**config.mk**
```make
export PLATFORM = sky130hd
export DESIGN_NAME = uart_tx_port
export DESIGN_NICKNAME = d
export VERILOG_FILES = /design/src/rtl/uart_tx_port.sv
export SDC_FILE = /design/constraint.sdc
export NUM_CORES = 1
export LEC_CHECK = 0
export ABC_AREA = 1
export BUFFER_PORTS_ARGS = -buffer_cell sky130_fd_sc_hd__buf_2
export CAP_MARGIN = 5
export CORE_ASPECT_RATIO = 2
export CORE_MARGIN = 1
export CORE_UTILIZATION = 52
export DETAILED_ROUTE_END_ITERATION = 8
export PLACE_DENSITY = 0.75
export SYNTH_ARGS = -nofsm -noshare
export SYNTH_HDL_FRONTEND = slang
export SYNTH_SLANG_ARGS = --single-unit
export TNS_END_PERCENT = 10
```
**constraint.sdc**
```tcl
create_clock -name clock -period 2.3 [get_ports clock]
set_input_delay 0.115 -clock clock [delete_from_list [all_inputs] [get_ports clock]]
set_output_delay 0.115 -clock clock [all_outputs]
set_load 0.05 [all_outputs]
```
**src/rtl/uart_tx_port.sv**
```systemverilog
// uart_tx_port: memory-mapped UART transmitter with a small transmit FIFO.
//
// The CPU writes a byte to the data register at BASE. Each byte is queued in a
// circular FIFO and then sent as one frame: a start bit, 8 data bits LSB first,
// and a stop bit. Every bit is held for CLKS_PER_BIT clocks. When the FIFO still
// holds data at the end of a stop bit, the next frame starts at once, so frames
// run back to back with no idle time between them. The status register sits at
// BASE+1. Writing that address clears the sticky overflow flag.
//
// Ports:
//   clock     system clock; all state changes on its rising edge
//   reset     asynchronous, active-high reset
//   address   CPU bus address
//   write_en  CPU bus write strobe
//   data_in   CPU write data
//   data_out  status read data {4'b0, ovf, busy, empty, full}; 8'h00 when not selected
//   tx        serial line, idle high
//   busy      high while a frame is shifting or the FIFO is non-empty
module uart_tx_port #(
    parameter logic [15:0] BASE         = 16'hf010,
    parameter int unsigned CLKS_PER_BIT = 4,
    parameter int unsigned DEPTH        = 4
) (
    input  logic        clock,
    input  logic        reset,
    input  logic [15:0] address,
    input  logic        write_en,
    input  logic [7:0]  data_in,
    output logic [7:0]  data_out,
    output logic        tx,
    output logic        busy
);

    localparam int unsigned PtrW       = $clog2(DEPTH);
    localparam int unsigned CntW       = PtrW + 1;
    localparam logic [7:0]  BaudLast   = 8'(CLKS_PER_BIT - 1);
    localparam logic [15:0] StatusAddr = BASE + 16'd1;
    localparam logic [CntW-1:0] CountFull = CntW'(DEPTH);

    typedef enum logic [1:0] {StIdle, StStart, StData, StStop} state_e;

    // ------------------------------------------------------------------
    // FIFO
    // ------------------------------------------------------------------
    logic [7:0]      fifo_mem [DEPTH];
    logic [PtrW-1:0] wr_ptr_q, rd_ptr_q;
    logic [CntW-1:0] count_q, count_d;
    logic            ovf_q;

    logic full, empty, wr_req, enq, deq, ovf_clr;

    assign full    = (count_q == CountFull);
    assign empty   = (count_q == '0);
    assign wr_req  = write_en && (address == BASE);
    assign ovf_clr = write_en && (address == StatusAddr);
    // A write into a full FIFO still fits if the shifter frees a slot on the same edge.
    assign enq     = wr_req && (!full || deq);

    always_comb begin
        count_d = count_q;
        unique case ({enq, deq})
            2'b10:   count_d = count_q + CntW'(1);
            2'b01:   count_d = count_q - CntW'(1);
            default: count_d = count_q;
        endcase
    end

    always_ff @(posedge clock or posedge reset) begin
        if (reset) begin
            wr_ptr_q <= '0;
            rd_ptr_q <= '0;
            count_q  <= '0;
            ovf_q    <= 1'b0;
        end else begin
            // DEPTH is a power of two, so the pointers wrap naturally.
            if (enq) wr_ptr_q <= wr_ptr_q + PtrW'(1);
            if (deq) rd_ptr_q <= rd_ptr_q + PtrW'(1);
            count_q <= count_d;
            if (ovf_clr) begin
                ovf_q <= 1'b0;
            end else if (wr_req && !enq) begin
                ovf_q <= 1'b1;
            end
        end
    end

    // Storage needs no reset: the count and pointers define what is valid.
    always_ff @(posedge clock) begin
        if (enq) fifo_mem[wr_ptr_q] <= data_in;
    end

    // ------------------------------------------------------------------
    // Shifter
    // ------------------------------------------------------------------
    state_e     state_q, state_d;
    logic [7:0] baud_q, baud_d;
    logic [2:0] bit_q, bit_d;
    logic [7:0] shift_q, shift_d;
    logic       baud_end;

    assign baud_end = (baud_q == BaudLast);

    always_comb begin
        state_d = state_q;
        baud_d  = baud_q + 8'd1;
        bit_d   = bit_q;
        shift_d = shift_q;
        deq     = 1'b0;
        case (state_q)
            StIdle: begin
                baud_d = '0;
                if (!empty) begin
                    deq     = 1'b1;
                    shift_d = fifo_mem[rd_ptr_q];
                    state_d = StStart;
                end
            end
            StStart: begin
                if (baud_end) begin
                    baud_d  = '0;
                    bit_d   = '0;
                    state_d = StData;
                end
            end
            StData: begin
                if (baud_end) begin
                    baud_d  = '0;
                    shift_d = {1'b0, shift_q[7:1]};
                    if (bit_q == 3'd7) begin
                        state_d = StStop;
                    end else begin
                        bit_d = bit_q + 3'd1;
                    end
                end
            end
            StStop: begin
                if (baud_end) begin
                    baud_d = '0;
                    if (!empty) begin
                        deq     = 1'b1;
                        shift_d = fifo_mem[rd_ptr_q];
                        state_d = StStart;
                    end else begin
                        state_d = StIdle;
                    end
                end
            end
            default: begin
                baud_d  = '0;
                state_d = StIdle;
            end
        endcase
    end

    always_ff @(posedge clock or posedge reset) begin
        if (reset) begin
            state_q <= StIdle;
            baud_q  <= '0;
            bit_q   <= '0;
            shift_q <= '0;
        end else begin
            state_q <= state_d;
            baud_q  <= baud_d;
            bit_q   <= bit_d;
            shift_q <= shift_d;
        end
    end

    // ------------------------------------------------------------------
    // Outputs
    // ------------------------------------------------------------------
    always_comb begin
        tx = 1'b1;
        case (state_q)
            StStart: tx = 1'b0;
            StData:  tx = shift_q[0];
            default: tx = 1'b1;
        endcase
    end

    assign busy     = (state_q != StIdle) || !empty;
    assign data_out = (address == StatusAddr && !write_en) ?
                      {4'b0000, ovf_q, busy, empty, full} : 8'h00;

endmodule

```
==> metrics.cfg, run 1 <==
[routing]
dr_total_vias = 2224
drt_iter0_drc = 53
drc = 0
wl_um = 5220
via_per_inst = 5.04
drtPass1Iterations = 4
routedWlPerCell_um = 11.8
drtAntennaViolNets = 0

[timing]
fin_crit_sh = 0.953
whs_ns = 0.0825
worst_slack_ns = 0.108
period_needed_ns = 2.19
fin_worst_skew_ns = 0.00894
drv_slew = 0
setup_tns_ns = 0
timing.fmax_mhz = 456
finalHoldViolations = 0
setup_violations = 0

[setup_path]
r2r_start = state_q[1]
critPathMaxStageDelay_ns = 0.43
cp_slowest_cell = fa_2
critPathBufInv = 2
critPathArrivalTime_ns = 2.44
rrSetupSlack_ns = 0.11
worst_setup_path_start_kind = flop
worstReg2RegEnd = count_q[1]
cp_max_fo = 4
crit_path_end_kind = flop
critical_path_required_ns = 2.55
crit_family = adder cells
cp_cell_sequence = ha_2 -> inv_1 -> a21oi_1 -> nand2_1 -> nand2_1 -> nand2_2 -> nand2_2 -> nand2_4 -> ha_1 -> inv_1 -> fa_2 -> o21ai_0
reg2reg_depth = 12
critical_path_class = flop to flop

[global_routing]
grt_usage = 0.192
grt_pass1_vias = 2186
grt_antenna_before_repair = 0
grt_max_degree = 30
grt.overflow.total = 0
grt_pass1_wl_um = 8850

[yosys]
synth_edf_count = 32
ys.flop_type = edfxtp_1
synth_seq_cells = 61
syn_avg_cell_area_um2 = 9.42
ys_warn_count = 0
syn_area_mm2 = 0.00300
async_flop_share = 0.475
synthDistinctLibCells = 32
yosysSeqAreaShare = 0.561
syn_inst = 319

[floorplan]
start_util = 0.545
dieArea_mm2 = 0.00610
die_x_um = 55.7
dieHeight_um = 109
num_rows = 38
io_pins = 37
core_area_mm2 = 0.00552

[cts]
htreeDepth = 3
cts-root-buf = clkbuf_8
path_clk_slew_ns = 0.07
cts_tree = yes
clock_sinks = 61
cts_buffer_depth = 2
clk-insertion-delay-late_ns = 0.33
cts_buffers = 9

[final_layout]
mostFrequentLayoutCells = nand2_1, inv_1, nor2_1, nand3_1
syn2layout_area_growth_pct = 18.8
layout.nets = 418
mostFrequentLayoutCell = nand2_1
layout-drive-gt1-share = 0.205
multi_input_comb_area_mm2 = 0.00111
fin_area_mm2 = 0.00357
fill_cells = 455
antenna_cells = 0
regArea_mm2 = 0.00169

[pwr]
power_w = 0.00212
ir_drop_uv = 574
power.density_mw_per_mm2 = 593
power_leakage_nw = 1.61

[place]
place_ws_ns = 0.00756
numPortBuffers = 32
placedInstanceArea_mm2 = 0.00326
gp_congestion = 0.749
hpwl_um = 3830

[worst_hold_path]
hp-class = primary input to flop
hold_start = write_en
hold_path_depth = 3
min_to = ovf_q

[job]
cap_violations = 0

[run_status]
status = finished clean

## worst min-delay path: stages
cell,delay [ns]
buf_2,0.11
nand3_1,0.08
o22ai_1,0.07
## worst max path at each step
stage	from	to	slack (ns)	cells after the start
2_1_floorplan	state_q[0]	count_q[2]	0.09	13
3_3_place_gp	baud_q[0]	count_q[2]	0.06	14
3_5_place_dp	state_q[0]	count_q[2]	0.008	14
4_1_cts	state_q[0]	count_q[2]	0.03	14
5_1_grt	state_q[1]	count_q[2]	-0.02	13
6_report	state_q[1]	count_q[1]	0.11	12
## cells in the mapped netlist, drive strengths merged (2+ instances only)
master | number | share of area
edfxtp | 32 | 0.32
nor3b | 3 | 0.0075
o22ai | 3 | 0.0062
a21oi | 6 | 0.014
ha | 14 | 0.058
buf | 9 | 0.021
inv | 42 | 0.052
nand3 | 33 | 0.055
nand2 | 70 | 0.091
xor2 | 2 | 0.0058
nor2 | 37 | 0.050
nor3 | 2 | 0.0033
xnor2 | 2 | 0.0058
dfrtp | 29 | 0.24
o21ai | 28 | 0.049
## cell type report
class                   instances  area share
flip-flops and latches         61       0.473
inverters                      43      0.0452
clock buffers                   9      0.0347
repair buffers                 53      0.0953
multi-input cells             208       0.312
clock inverters                 7      0.0186
well taps                      60      0.0210
## state kept, by name, indices dropped and copies added (netlist names)
| name | cells |
|---|---|
| ovf_q | 1 |
| shift_q | 8 |
| rd_ptr_q | 2 |
| count_q | 3 |
| fifo_mem | 32 |
| bit_q | 3 |
| baud_q | 8 |
| state_q | 2 |
| wr_ptr_q | 2 |
## metrics by stage
| stage | std cells | util |
|---|---|---|
| 2_1_floorplan | 322 | - |
| 3_3_place_gp | 414 | 0.591 |
| 3_5_place_dp | 414 | 0.591 |
| 4_1_cts | 439 | 0.642 |
| 5_1_grt | 441 | 0.647 |
| 6_report | 441 | 0.647 |
## kinds of logic after synthesis
| family | after synthesis | synth area share |
|---|---|---|
| AND/OR/NAND/NOR | 146 | 0.209 |
| XOR/XNOR | 4 | 0.0117 |
| buffers and inverters | 53 | 0.0762 |
| other | 1 | 0.00125 |
| flip-flops | 61 | 0.561 |
| AO/OA/AOI/OAI | 39 | 0.0754 |
| adder cells (fa/ha/maj) | 15 | 0.0650 |
## where the power goes
part	switching, W	internal [W]	total (W)
clock network	0.000404	0.000491	0.000895
registers	0.0000000715	0.00115	0.00115
logic	0.0000409	0.0000292	0.0000702
## layer usage
| layer | wire, um | vias to the layer above | global-route usage |
|---|---|---|---|
| met3 | 149 | 14 | 0.0541 |
| met5 | 0 | - | 0 |
| li1 | - | 1147 | - |
| met2 | 3010 | 32 | 0.373 |
| met4 | 132 | 0 | 0.0982 |
| met1 | 1930 | 1031 | 0.178 |
## what timing repair did
item / CTS / global route
buffers inserted: 0 / 2
pin swaps: 0 / 1
hold endpoints to repair: 61 / 0
endpoints found under the setup margin: 1 / 1
gates resized for setup: 2 / 6
hold buffers: 9 / 0
Note: power is estimated with default switching activity, not from simulation.
==> run 2: changes to the inputs <==
CORE_MARGIN = 2   (was 1)
==> run 2 against run 1 <==
  * Clock skew decreased by 0.0026 ns
  * Final cell count rose by 0.23%
  * Non-clock buffer count unchanged
  * Global-route usage decreased by 0.67 points
  * Critical path depth is 2 higher
  * Critical path type unchanged
  * Critical endpoint is now count_q[2]
  * Largest cell class unchanged
  * Largest power group is now clock
==> metrics.cfg, run 2 (same netlist as run 1, synthesis figures left out) <==
[run_status]
status = finished clean

[place]
gp_congestion = 0.750  ; +0.16%
hpwl_um = 4000  ; +4.4%
dp.cells = 416  ; +0.48%
numPortBuffers = 32  ; unchanged
place_ws_ns = -0.0401  ; -0.0476 ns
placedInstanceArea_mm2 = 0.00327  ; +0.27%

[final_layout]
antenna_cells = 0  ; unchanged
layout-drive-gt1-share = 0.210  ; +0.00525
mostFrequentLayoutCell = nand2_1
fin_area_mm2 = 0.00367  ; +2.9%
largest_reg_flops = 32  ; unchanged
fin_cells = 442  ; +0.23%
layout.nets = 418  ; unchanged
largestRegisters = fifo_mem x32, baud_q x8, shift_q x8
regMostFlops = fifo_mem
final_util = 0.649  ; +0.00175
mostFrequentLayoutCells = nand2_1, inv_1, nor2_1, nand3_1
syn2layout_area_growth_pct = 22.3

[floorplan]
num_rows = 39  ; +2.6%
dieHeight_um = 111  ; +1.8%
dieArea_mm2 = 0.00644  ; +5.5%
io_pins = 37  ; unchanged
core_area_mm2 = 0.00566  ; +2.6%
die_x_um = 57.7  ; +3.6%
start_util = 0.531  ; -0.0140

[setup_path]
cp_cell_sequence = ha_1 -> inv_1 -> a21oi_1 -> nand2_1 -> nand2_1 -> nand2_2 -> nand2_2 -> nand2_4 -> ha_1 -> inv_1 -> fa_2 -> a21oi_1 -> o21ai_1 -> xor2_1
crit_family = adder cells
endpoint = count_q[2]
cp-startpoint = state_q[0]
cp_slowest_cell = dfrtp_2
crit_path_end_kind = flop
worstReg2RegEnd = count_q[2]
reg2reg_depth = 14  ; +2
critical_path_required_ns = 2.51  ; -0.04 ns
r2r_start = state_q[0]
rrSetupSlack_ns = 0.12  ; about the same
critPathMaxStageDelay_ns = 0.42  ; about the same
worst_setup_path_start_kind = flop
critPathArrivalTime_ns = 2.39  ; -0.05 ns
critical_path_class = flop to flop
cp.depth = 14  ; +2
critPathBufInv = 2  ; unchanged
cp_max_fo = 4  ; unchanged

[global_routing]
grt.overflow.total = 0  ; unchanged
grt_max_degree = 30  ; unchanged
grt_antenna_before_repair = 0  ; unchanged
grt_usage = 0.186  ; -0.00668
grt_pass1_vias = 2130  ; -2.6%
grt_pass1_wl_um = 8950  ; +1.1%

[cts]
clock_sinks = 61  ; unchanged
path_clk_slew_ns = 0.05  ; -0.02 ns
cts-root-buf = clkbuf_16
cts_tree = yes
htreeDepth = 3  ; unchanged
cts_buffer_depth = 2  ; unchanged
cts_buffers = 9  ; unchanged
clk-insertion-delay-late_ns = 0.33  ; about the same

[timing]
fin_worst_skew_ns = 0.00638  ; -0.00255 ns
period_needed_ns = 2.18  ; -0.0122 ns
rsz0062_at_grt = false
worst_slack_ns = 0.120  ; +0.0122 ns
setup_violations = 0  ; unchanged
drv_slew = 0  ; unchanged
timing.fmax_mhz = 459  ; +0.56%
fin_crit_sh = 0.948  ; -0.00529
finalHoldViolations = 0  ; unchanged

[job]
cap_violations = 0  ; unchanged

[routing]
routedWlPerCell_um = 12.2  ; +3.0%
drtAntennaViolNets = 0  ; unchanged
drtPass1Iterations = 4  ; unchanged
wl_um = 5390  ; +3.2%
dr_total_vias = 2202  ; -0.99%
drc = 0  ; unchanged
drt_iter0_drc = 73  ; +38%
via_per_inst = 4.98  ; -1.2%

[worst_hold_path]
hp-class = primary input to flop

[pwr]
power_w = 0.00259  ; +22%
ir_drop_uv = 897  ; +56%
power_leakage_nw = 1.67  ; +3.9%
power.density_mw_per_mm2 = 706  ; +19%

==> run 2: cell types whose count changed in the layout (fill, tap and decap cells not counted), moves of 3 or more <==
cell,previous run,this run
buf_4,12,16
dlygate4sd3_1,9,5
clkbuf_16,0,9
clkinvlp_4,3,0
clkbuf_8,9,0
==> run 2: per-stage QoR <==
stage          hold slack (ns)  TNS, ns
3_5_place_dp             0.213  -0.0401
4_1_cts               0.000738        0
6_report               0.00122        0
5_1_grt               0.000594        0
3_3_place_gp             0.204        0
2_1_floorplan            0.193        0
==> run 2: worst min-delay path by stage <==
stage,from,cells after the start,endpoint
finish,data_in[0],1,fifo_mem[2][0]
global route,data_in[7],1,fifo_mem[1][7]
CTS,data_in[0],1,fifo_mem[2][0]
detailed placement,reset,3,bit_q[2]
global placement,reset,3,bit_q[2]
floorplan,reset,1,baud_q[0]
==> run 2: layout make-up <==
type	count	area (um^2)
Inverter	43	161
Sequential cell	61	1690
Tap cell	61	76.3
Clock buffer	10	229
Timing Repair Buffer	53	330
Clock inverter	6	78.8
Multi-Input combinational cell	208	1110
Fill cell	458	1990
==> run 2: what timing repair did <==
action,in CTS,in global routing
endpoints found under the hold margin,40,4
hold buffers,4,1
resized for setup,1,6
setup buffers,0,5
endpoints found under the setup margin,1,1
pin swaps,0,2
==> run 2: metal layers <==
metal / vias up / GRT usage / share of wire
met5: - / 0 / 0
met1: 1027 / 0.171 / 0.36
met4: 0 / 0.0837 / 0.020
li1: 1141 / - / -
met2: 26 / 0.345 / 0.59
met3: 8 / 0.0650 / 0.031
==> run 2: where the power goes <==
part | switching [W] | internal, W | leakage (nW)
Clock | 0.000437 | 0.000936 | 0.154
Combinational | 0.0000401 | 0.0000248 | 0.870
Sequential | 0.0000000731 | 0.00115 | 0.649
==> run 2: worst register-to-register path, delay by kind of cell (launching register included) <==
family	cells	cell delay (ns)
AND/OR/NAND/NOR	5	0.38
adder cells (fa/ha/maj)	3	0.69
flip-flops	1	0.42
XOR/XNOR	1	0.14
buffers and inverters	2	0.14
AO/OA/AOI/OAI	3	0.29
